### config.mk
export PLATFORM = sky130hd
export DESIGN_NAME = byte_serializer
export DESIGN_NICKNAME = d
export VERILOG_FILES = /design/src/rtl/byte_serializer.sv
export SDC_FILE = /design/constraint.sdc
export NUM_CORES = 1
export LEC_CHECK = 0
export CAP_MARGIN = 20
export CORE_MARGIN = 8
export CORE_UTILIZATION = 41
export DETAILED_ROUTE_END_ITERATION = 10
export GPL_ROUTABILITY_DRIVEN = 0
export MAX_ROUTING_LAYER = met4
export PLACE_DENSITY = 0.7
export SLEW_MARGIN = 5
export SYNTH_ARGS = -nofsm -noshare
export SYNTH_HDL_FRONTEND = slang
export SYNTH_SLANG_ARGS = --single-unit
### constraint.sdc
create_clock -name CLK -period 1.4 [get_ports CLK]
set_input_delay 0.28 -clock CLK [delete_from_list [all_inputs] [get_ports CLK]]
set_output_delay 0.28 -clock CLK [all_outputs]
set_load 0.02 [all_outputs]
### src/rtl/byte_serializer.sv
// byte_serializer: accepts a parallel word over valid/ready and shifts it out
// as a framed serial stream (start bit, WIDTH data bits, stop bit).
module byte_serializer #(
  parameter int unsigned WIDTH      = 8,
  parameter int unsigned BIT_CYCLES = 1,
  parameter int unsigned LSB_FIRST  = 1
) (
  input  logic             CLK,
  input  logic             RST,
  input  logic [WIDTH-1:0] D,
  input  logic             in_valid,
  output logic             in_ready,
  output logic             sout,
  output logic             busy,
  output logic             done
);

  localparam int unsigned CW = (BIT_CYCLES > 1) ? $clog2(BIT_CYCLES) : 1;
  localparam int unsigned BW = (WIDTH > 1) ? $clog2(WIDTH) : 1;
  localparam logic [CW-1:0] CYC_LAST = CW'(BIT_CYCLES - 1);
  localparam logic [BW-1:0] BIT_LAST = BW'(WIDTH - 1);

  typedef enum logic [1:0] {
    IDLE  = 2'd0,
    START = 2'd1,
    DATA  = 2'd2,
    STOP  = 2'd3
  } state_t;

  state_t           state, state_n;
  logic [CW-1:0]    cyc_cnt, cyc_n;
  logic [BW-1:0]    bit_cnt, bit_n;
  logic [WIDTH-1:0] shift, shift_n;
  logic             sout_n, busy_n, done_n;
  logic             last_cyc;

  // Ready only while idle; accept happens on the edge that sees in_valid.
  assign in_ready = (state == IDLE);
  assign last_cyc = (cyc_cnt == CYC_LAST);

  // State, counters, shift register and registered outputs.
  always_ff @(posedge CLK) begin
    if (RST) begin
      state   <= IDLE;
      cyc_cnt <= '0;
      bit_cnt <= '0;
      shift   <= '0;
      sout    <= 1'b1;
      busy    <= 1'b0;
      done    <= 1'b0;
    end else begin
      state   <= state_n;
      cyc_cnt <= cyc_n;
      bit_cnt <= bit_n;
      shift   <= shift_n;
      sout    <= sout_n;
      busy    <= busy_n;
      done    <= done_n;
    end
  end

  // Next-state logic; outputs are computed from the next state so they line
  // up with the state they describe.
  always_comb begin
    state_n = state;
    cyc_n   = cyc_cnt;
    bit_n   = bit_cnt;
    shift_n = shift;
    sout_n  = 1'b1;
    busy_n  = 1'b0;
    done_n  = 1'b0;

    unique case (state)
      IDLE: begin
        if (in_valid) begin
          state_n = START;
          shift_n = D;
          cyc_n   = '0;
          bit_n   = '0;
        end
      end
      START: begin
        if (last_cyc) begin
          cyc_n   = '0;
          bit_n   = '0;
          state_n = DATA;
        end else begin
          cyc_n = CW'(cyc_cnt + 1'b1);
        end
      end
      DATA: begin
        if (last_cyc) begin
          cyc_n   = '0;
          shift_n = (LSB_FIRST != 0) ? (shift >> 1) : (shift << 1);
          if (bit_cnt == BIT_LAST) begin
            state_n = STOP;
          end else begin
            bit_n = BW'(bit_cnt + 1'b1);
          end
        end else begin
          cyc_n = CW'(cyc_cnt + 1'b1);
        end
      end
      STOP: begin
        if (last_cyc) begin
          cyc_n   = '0;
          state_n = IDLE;
        end else begin
          cyc_n = CW'(cyc_cnt + 1'b1);
        end
      end
      default: begin
        state_n = IDLE;
      end
    endcase

    unique case (state_n)
      IDLE:    sout_n = 1'b1;
      START:   sout_n = 1'b0;
      DATA:    sout_n = (LSB_FIRST != 0) ? shift_n[0] : shift_n[WIDTH-1];
      STOP:    sout_n = 1'b1;
      default: sout_n = 1'b1;
    endcase

    busy_n = (state_n != IDLE);
    done_n = (state_n == STOP) && (cyc_n == CYC_LAST);
  end

endmodule

==> results of run 1 <==
flip-flops by register name, summed over array words and instances, names as in the netlist:
register / count
shift: 8
cyc_cnt: 1
bit_cnt: 3
sout: 1
state: 2
done: 1
busy: 1
cells by family after synthesis:
kind of cell	share of synthesized area
AND/OR/NAND/NOR	0.273
flip-flops	0.426
AO/OA/AOI/OAI	0.210
buffers and inverters	0.0486
XOR/XNOR	0.0110
adder cells (fa/ha/maj)	0.0313
routing by layer:
metal / global-route usage / vias up / part of all wire
met5: - / - / 0
met4: 0.0578 / 0 / 0.0081
met3: 0.0301 / 2 / 0.038
met2: 0.162 / 12 / 0.46
met1: 0.125 / 314 / 0.49
li1: - / 355 / -
through the flow:
stage / setup slack (ns) / cell area (µm²) / setup TNS [ns]
3_3_place_gp: -0.167 / 1020 / -1.47
2_1_floorplan: 0.0595 / 798 / 0
5_1_grt: -0.0206 / 1090 / -0.0206
6_report: 0.0383 / 1090 / 0
4_1_cts: 0.0139 / 1070 / 0
3_5_place_dp: -0.209 / 1020 / -1.92
report_power, final:
part | leakage, nW | internal (mW) | switching, mW
logic | 0.250 | 0.121 | 0.127
registers | 0.141 | 0.518 | 0.0178
clock network | 0.0177 | 0.106 | 0.162
placed cells by master (no fill, tap or decap), types with 2 or more instances in the layout:
cell and count:
a21oi_1 9, inv_1 2, ha_4 2, a22oi_1 9, nand3_1 2, nor3b_4 2
clkdlybuf4s50_1 10, nor2_1 8, dfxtp_1 13, nand4b_1 2, nand3b_1 3, nand2_1 7
buf_4 9, dlygate4sd2_1 3, dfxtp_2 4, o21ai_0 2, clkbuf_4 3, a221oi_2 2
repair_timing:
| item | 4_1_cts | 5_1_grt |
|---|---|---|
| endpoints found under the setup margin | 5 | 13 |
| resized for setup | 12 | 9 |
| pin swaps | 4 | 0 |
final cells by class:
type / count / area share
inverter: 2 / 0.00690
sequential: 17 / 0.318
multi-input combinational: 63 / 0.426
clock buffer: 3 / 0.0207
tap: 27 / 0.0311
timing repair buffer: 24 / 0.193
clock inverter: 1 / 0.00460
worst max-delay path, delay by kind of cell, from the launching register on:
family                     cells  cell delay [ns]
adders and majority gates      2             0.31
and+or+nand+nor                2             0.21
DFF                            1             0.35
AOI/OAI and AO/OA              2             0.41
worst min-delay path by stage:
stage | slack [ns] | cells after the start | endpoint | from
2_1_floorplan | 0.44 | 2 | shift[1]$_SDFFE_PP0P_ | shift[1]$_SDFFE_PP0P_
3_3_place_gp | 0.44 | 2 | shift[5]$_SDFFE_PP0P_ | shift[5]$_SDFFE_PP0P_
3_5_place_dp | 0.45 | 2 | shift[5]$_SDFFE_PP0P_ | shift[5]$_SDFFE_PP0P_
4_1_cts | 0.47 | 2 | shift[5]$_SDFFE_PP0P_ | shift[5]$_SDFFE_PP0P_
5_1_grt | 0.49 | 2 | shift[5]$_SDFFE_PP0P_ | shift[5]$_SDFFE_PP0P_
6_report | 0.46 | 2 | shift[4]$_SDFFE_PP0P_ | shift[4]$_SDFFE_PP0P_
==> run_results.csv, run 1 <==
group,metric,value,unit
setup_path,worst_ep_required_time,1.62,ns
layout,final_cells,137,
die,start_util,0.420,
timing,fin_skew,0.00147,ns
die,coreArea,1900,µm²
power,power.total,1.05,mW
timing,fin_crit,1.36,ns
yosys,netlist_instances,87,
yosys,yosysTopAreaCellShare,0.426,
clocking,htreeDepth,1,
setup_path,r2r-end,"sout$_SDFF_PP1_",
setup_path,startpoint_type,"register",
clocking,clk_pin_slew,0.10,ns
yosys,synth.avg_cell_area,9.18,µm²
yosys,synth_edf_count,0,
drt,wl,1720,µm
setup_path,reg2reg_depth,6,
timing,tightest_slew,0.410,ns
die,die_h,60.1,µm
timing,relSlewSlack,0.726,
yosys,synth_top_flop_cell,"dfxtp_1",
setup_path,critical-path-max-stage-delay,0.35,ns
die,dieArea,3620,µm²
die,io_pins,15,
global_routing,grt_max_degree,13,
drt,drtPass1Iterations,4,
setup_path,crit_path_frequent_cell,"ha_4",
global_routing,grt_pass1_vias,705,
setup_path,path_max_fanout,2,
yosys,yosysMostFrequentCell,"dfxtp_1",
setup_path,r2r-start,"bit_cnt[1]$_SDFFE_PP0P_",
setup_path,crit_start,"bit_cnt[1]$_SDFFE_PP0P_",
timing,grt_setup_unrepaired,"true",
clocking,cts_setup_buffers,0,
layout,final_layout_size_suffix_gt1_frac,0.273,
setup_path,ff2ff_setup_slack,0.04,ns
yosys,syn-cell-area,798,µm²
yosys,synthesis.nets,100,
timing,max_freq,0.734,GHz
drt,vias,683,
yosys,synth_seq_cells,17,
layout,seqCellArea,345,µm²
layout,num_antenna_cells,0,
power,p_leak,0.409,nW
clocking,clock_latency,0.29,ns
timing,timing.final.hold_violations,0,
hold_path,min_path_type,"reg2reg",
yosys,synthTopCellsByArea,"dfxtp_1, a22oi_1, a21oi_1, nor3b_4, nor2_1",
timing,hold_slack,0.462,ns
flow_run,drv_cap,0,
clocking,clockBufferDepth,2,
setup_path,critPathCapture,"sout$_SDFF_PP1_",
clocking,cts_num_sinks,17,
layout,final_core_util,0.572,
global_routing,grt_usage,0.107,
global_routing,grt_pass1_wl,2940,µm
die,die_x,60.1,µm
placed_design,dp_hpwl,1250,µm
setup_path,cp.arrival,1.58,ns
drt,viasPerCell,4.99,
timing,finalSetupViolations,0,
yosys,yosys.area.top_type,"dfxtp_1",
clocking,cts_hold_buf,0,
layout,nNetsFinal,124,
timing,min_period_over_period,0.973,
setup_path,crit_path_end_kind,"register",
yosys,synthArstFlopShare,0,
clocking,cts_tree,"done",
die,row_count,16,
drt,drc,0,
yosys,ys_warn_count,0,
drt,drtIter0Drc,8,
timing,slew_viol_final,0,
placed_design,numPortBuffers,14,
layout,area_growth,36.2,%
yosys,ys_types,29,
clocking,cts_root_buf,"clkbuf_4",
placed_design,dp.cells,133,
drt,drtAntennaViolNets,0,
drt,routedWlPerCell,12.5,µm
clocking,cts_made_buffers,3,
setup_path,critical_path_class,"reg2reg",
yosys,yosysSeqAreaShare,0.426,
setup_path,cp_cell_sequence,"ha_4, ha_4, nor2b_4, a221oi_2, nor2_1, a22oi_1",
global_routing,overflow,0,
power,ir_worst_vdd,0.611,mV
layout,multiInputGateArea,463,µm²
status,outcome,"finished clean",
setup_path,cp_slowest_cell,"dfxtp_2",
layout,fill_cells,174,
yosys,yosys-top-cells-count,"dfxtp_1, a21oi_1, a22oi_1, nor2_1, nand2_1",
global_routing,antenna_found_initial,0,
power,powerDensity,968,nW/µm²
Power figures use the tool's default switching activity.
==> inputs of run 2 (changes only) <==
PLACE_DENSITY = 0.68   (was 0.7)
==> run 2 against run 1 <==
Compared with the run above: critical path depth stayed put; register-to-register slack worse by 0.02 ns; sequential power is essentially flat; first-iteration DRC count grew to 3.0 times the previous value; non-clock buffer count rose by 1; final area is 1.6% higher; power is 0.66% higher.
==> run_results.csv, run 2 (synthesized netlist as in run 1, its figures left out) <==
group,metric,value,unit
layout,fin_area,1100,µm²
die,die_h,60.1,µm
setup_path,cp.arrival,1.59,ns
timing,finalSetupViolations,0,
clocking,cts_tree,"done",
drt,routedWlPerCell,12.4,µm
clocking,clk_pin_slew,0.10,ns
status,outcome,"finished clean",
die,row_count,16,
global_routing,grt_max_degree,13,
timing,fin_skew,0.00110,ns
layout,final_cells,138,
placed_design,dp_hpwl,1290,µm
setup_path,cp_slowest_cell,"dfxtp_2",
placed_design,dp.cells,133,
layout,final_layout_size_suffix_gt1_frac,0.297,
timing,setup_ws,0.0216,ns
global_routing,overflow,0,
die,die_x,60.1,µm
layout,nNetsFinal,125,
power,p_leak,0.415,nW
flow_run,drv_cap,0,
die,dieArea,3620,µm²
clocking,clock_latency,0.29,ns
timing,grt_setup_unrepaired,"true",
timing,fin_crit,1.38,ns
setup_path,crit_path_frequent_cell,"ha_4",
drt,drtAntennaViolNets,0,
layout,largest_reg_flops,8,
die,io_pins,15,
clocking,cts_num_sinks,17,
setup_path,cpLargestDelayFamily,"compound AO/OA/AOI/OAI gates",
global_routing,grt_pass1_vias,678,
clocking,clockBufferDepth,2,
timing,tightest_slew,0.392,ns
layout,num_antenna_cells,0,
timing,max_freq,0.725,GHz
timing,timing.final.hold_violations,0,
placed_design,dp_slack,-0.232,ns
setup_path,worst_ep_required_time,1.62,ns
layout,fill_cells,170,
placed_design,numPortBuffers,14,
global_routing,grt_usage,0.108,
drt,drc,0,
drt,drtIter0Drc,24,
layout,area_growth,38.4,%
hold_path,min_path_type,"reg2reg",
setup_path,startpoint_type,"register",
layout,final_cell_mix,"dfxtp_1, buf_4, clkdlybuf4s50_1",
setup_path,path_max_fanout,2,
setup_path,timing.critical_path.buf_inv,0,
layout,top_register,"shift",
setup_path,crit_path_end_kind,"register",
global_routing,antenna_found_initial,0,
setup_path,critical-path-max-stage-delay,0.35,ns
layout,seqCellArea,345,µm²
timing,slew_viol_final,0,
layout,multiInputGateArea,477,µm²
placed_design,postPlaceCellArea,1020,µm²
drt,vias,688,
global_routing,grt_pass1_wl,2890,µm
setup_path,cp_cell_sequence,"ha_4, ha_4, nor2b_4, a221oi_2, nor2_1, a22oi_1",
timing,hold_slack,0.464,ns
drt,drtPass1Iterations,4,
layout,final_common_cell,"dfxtp_1",
clocking,cts_made_buffers,3,
timing,min_period_over_period,0.985,
die,start_util,0.420,
power,ir_worst_vdd,0.562,mV
clocking,htreeDepth,1,
drt,viasPerCell,4.99,
layout,largestRegisters,"shift (8), bit_cnt (3), state (2)",
timing,relSlewSlack,0.738,
power,powerDensity,959,nW/µm²
setup_path,critical_path_class,"reg2reg",
drt,wl,1710,µm
clocking,cts_root_buf,"clkbuf_4",
die,coreArea,1900,µm²
-- run 2: layout make-up --
cell class                 count  share of cell area
clock buffer                   3              0.0204
multi-input combinational     63               0.431
tap                           27              0.0306
sequential                    17               0.313
timing repair buffer          25               0.194
clock inverter                 1             0.00453
inverter                       2             0.00680
-- run 2: per-stage QoR --
stage / power (mW) / TNS [ns] / util
after floorplan: 0.692 / 0 / -
after global placement: 0.789 / -1.48 / 0.534
after detailed placement: 0.795 / -2.05 / 0.534
after CTS: 1.05 / 0 / 0.565
after global routing: 1.11 / -0.0290 / 0.581
final: 1.06 / 0 / 0.581
-- run 2: worst paths after layout --
path,startpoint,cells past startpoint,end,slack [ns]
worst max-delay path,bit_cnt[1]$_SDFFE_PP0P_,6,sout$_SDFF_PP1_,0.02
worst min-delay path,shift[5]$_SDFFE_PP0P_,2,shift[5]$_SDFFE_PP0P_,0.46
worst max register to register,bit_cnt[1]$_SDFFE_PP0P_,6,sout$_SDFF_PP1_,0.02
worst min register to register,shift[5]$_SDFFE_PP0P_,2,shift[5]$_SDFFE_PP0P_,0.46
-- run 2: tightest hold or removal path, stage by stage (launching register included) --
cell     delay (ns)
dfxtp_1        0.32
nand2_1        0.05
a21oi_1        0.05
-- run 2: repair_timing --
item | CTS | global route
pin swaps | 4 | 2
cloned | 0 | 0
setup endpoints to repair | 5 | 11
hold buffers | 0 | 0
buffers inserted | 0 | 1
resized for setup | 13 | 9
-- run 2: where the power goes --
| group | switching, mW | total (mW) | internal (mW) |
|---|---|---|---|
| Combinational | 0.130 | 0.257 | 0.126 |
| Clock | 0.161 | 0.267 | 0.106 |
| Sequential | 0.0179 | 0.536 | 0.518 |
-- run 2: layer usage --
layer  track usage  vias to the layer above  share of wire
li1              -                      360              -
met1         0.133                      308           0.52
met2         0.152                       16           0.41
met3        0.0366                        4          0.049
met4        0.0510                        0          0.018
met5             -                        -              0
==> inputs of run 3 (changes only) <==
CTS_CLUSTER_DIAMETER = 150   (was default)
==> results of run 3 <==
No change in the layout: final DEF, timing and power equal those of run 2.
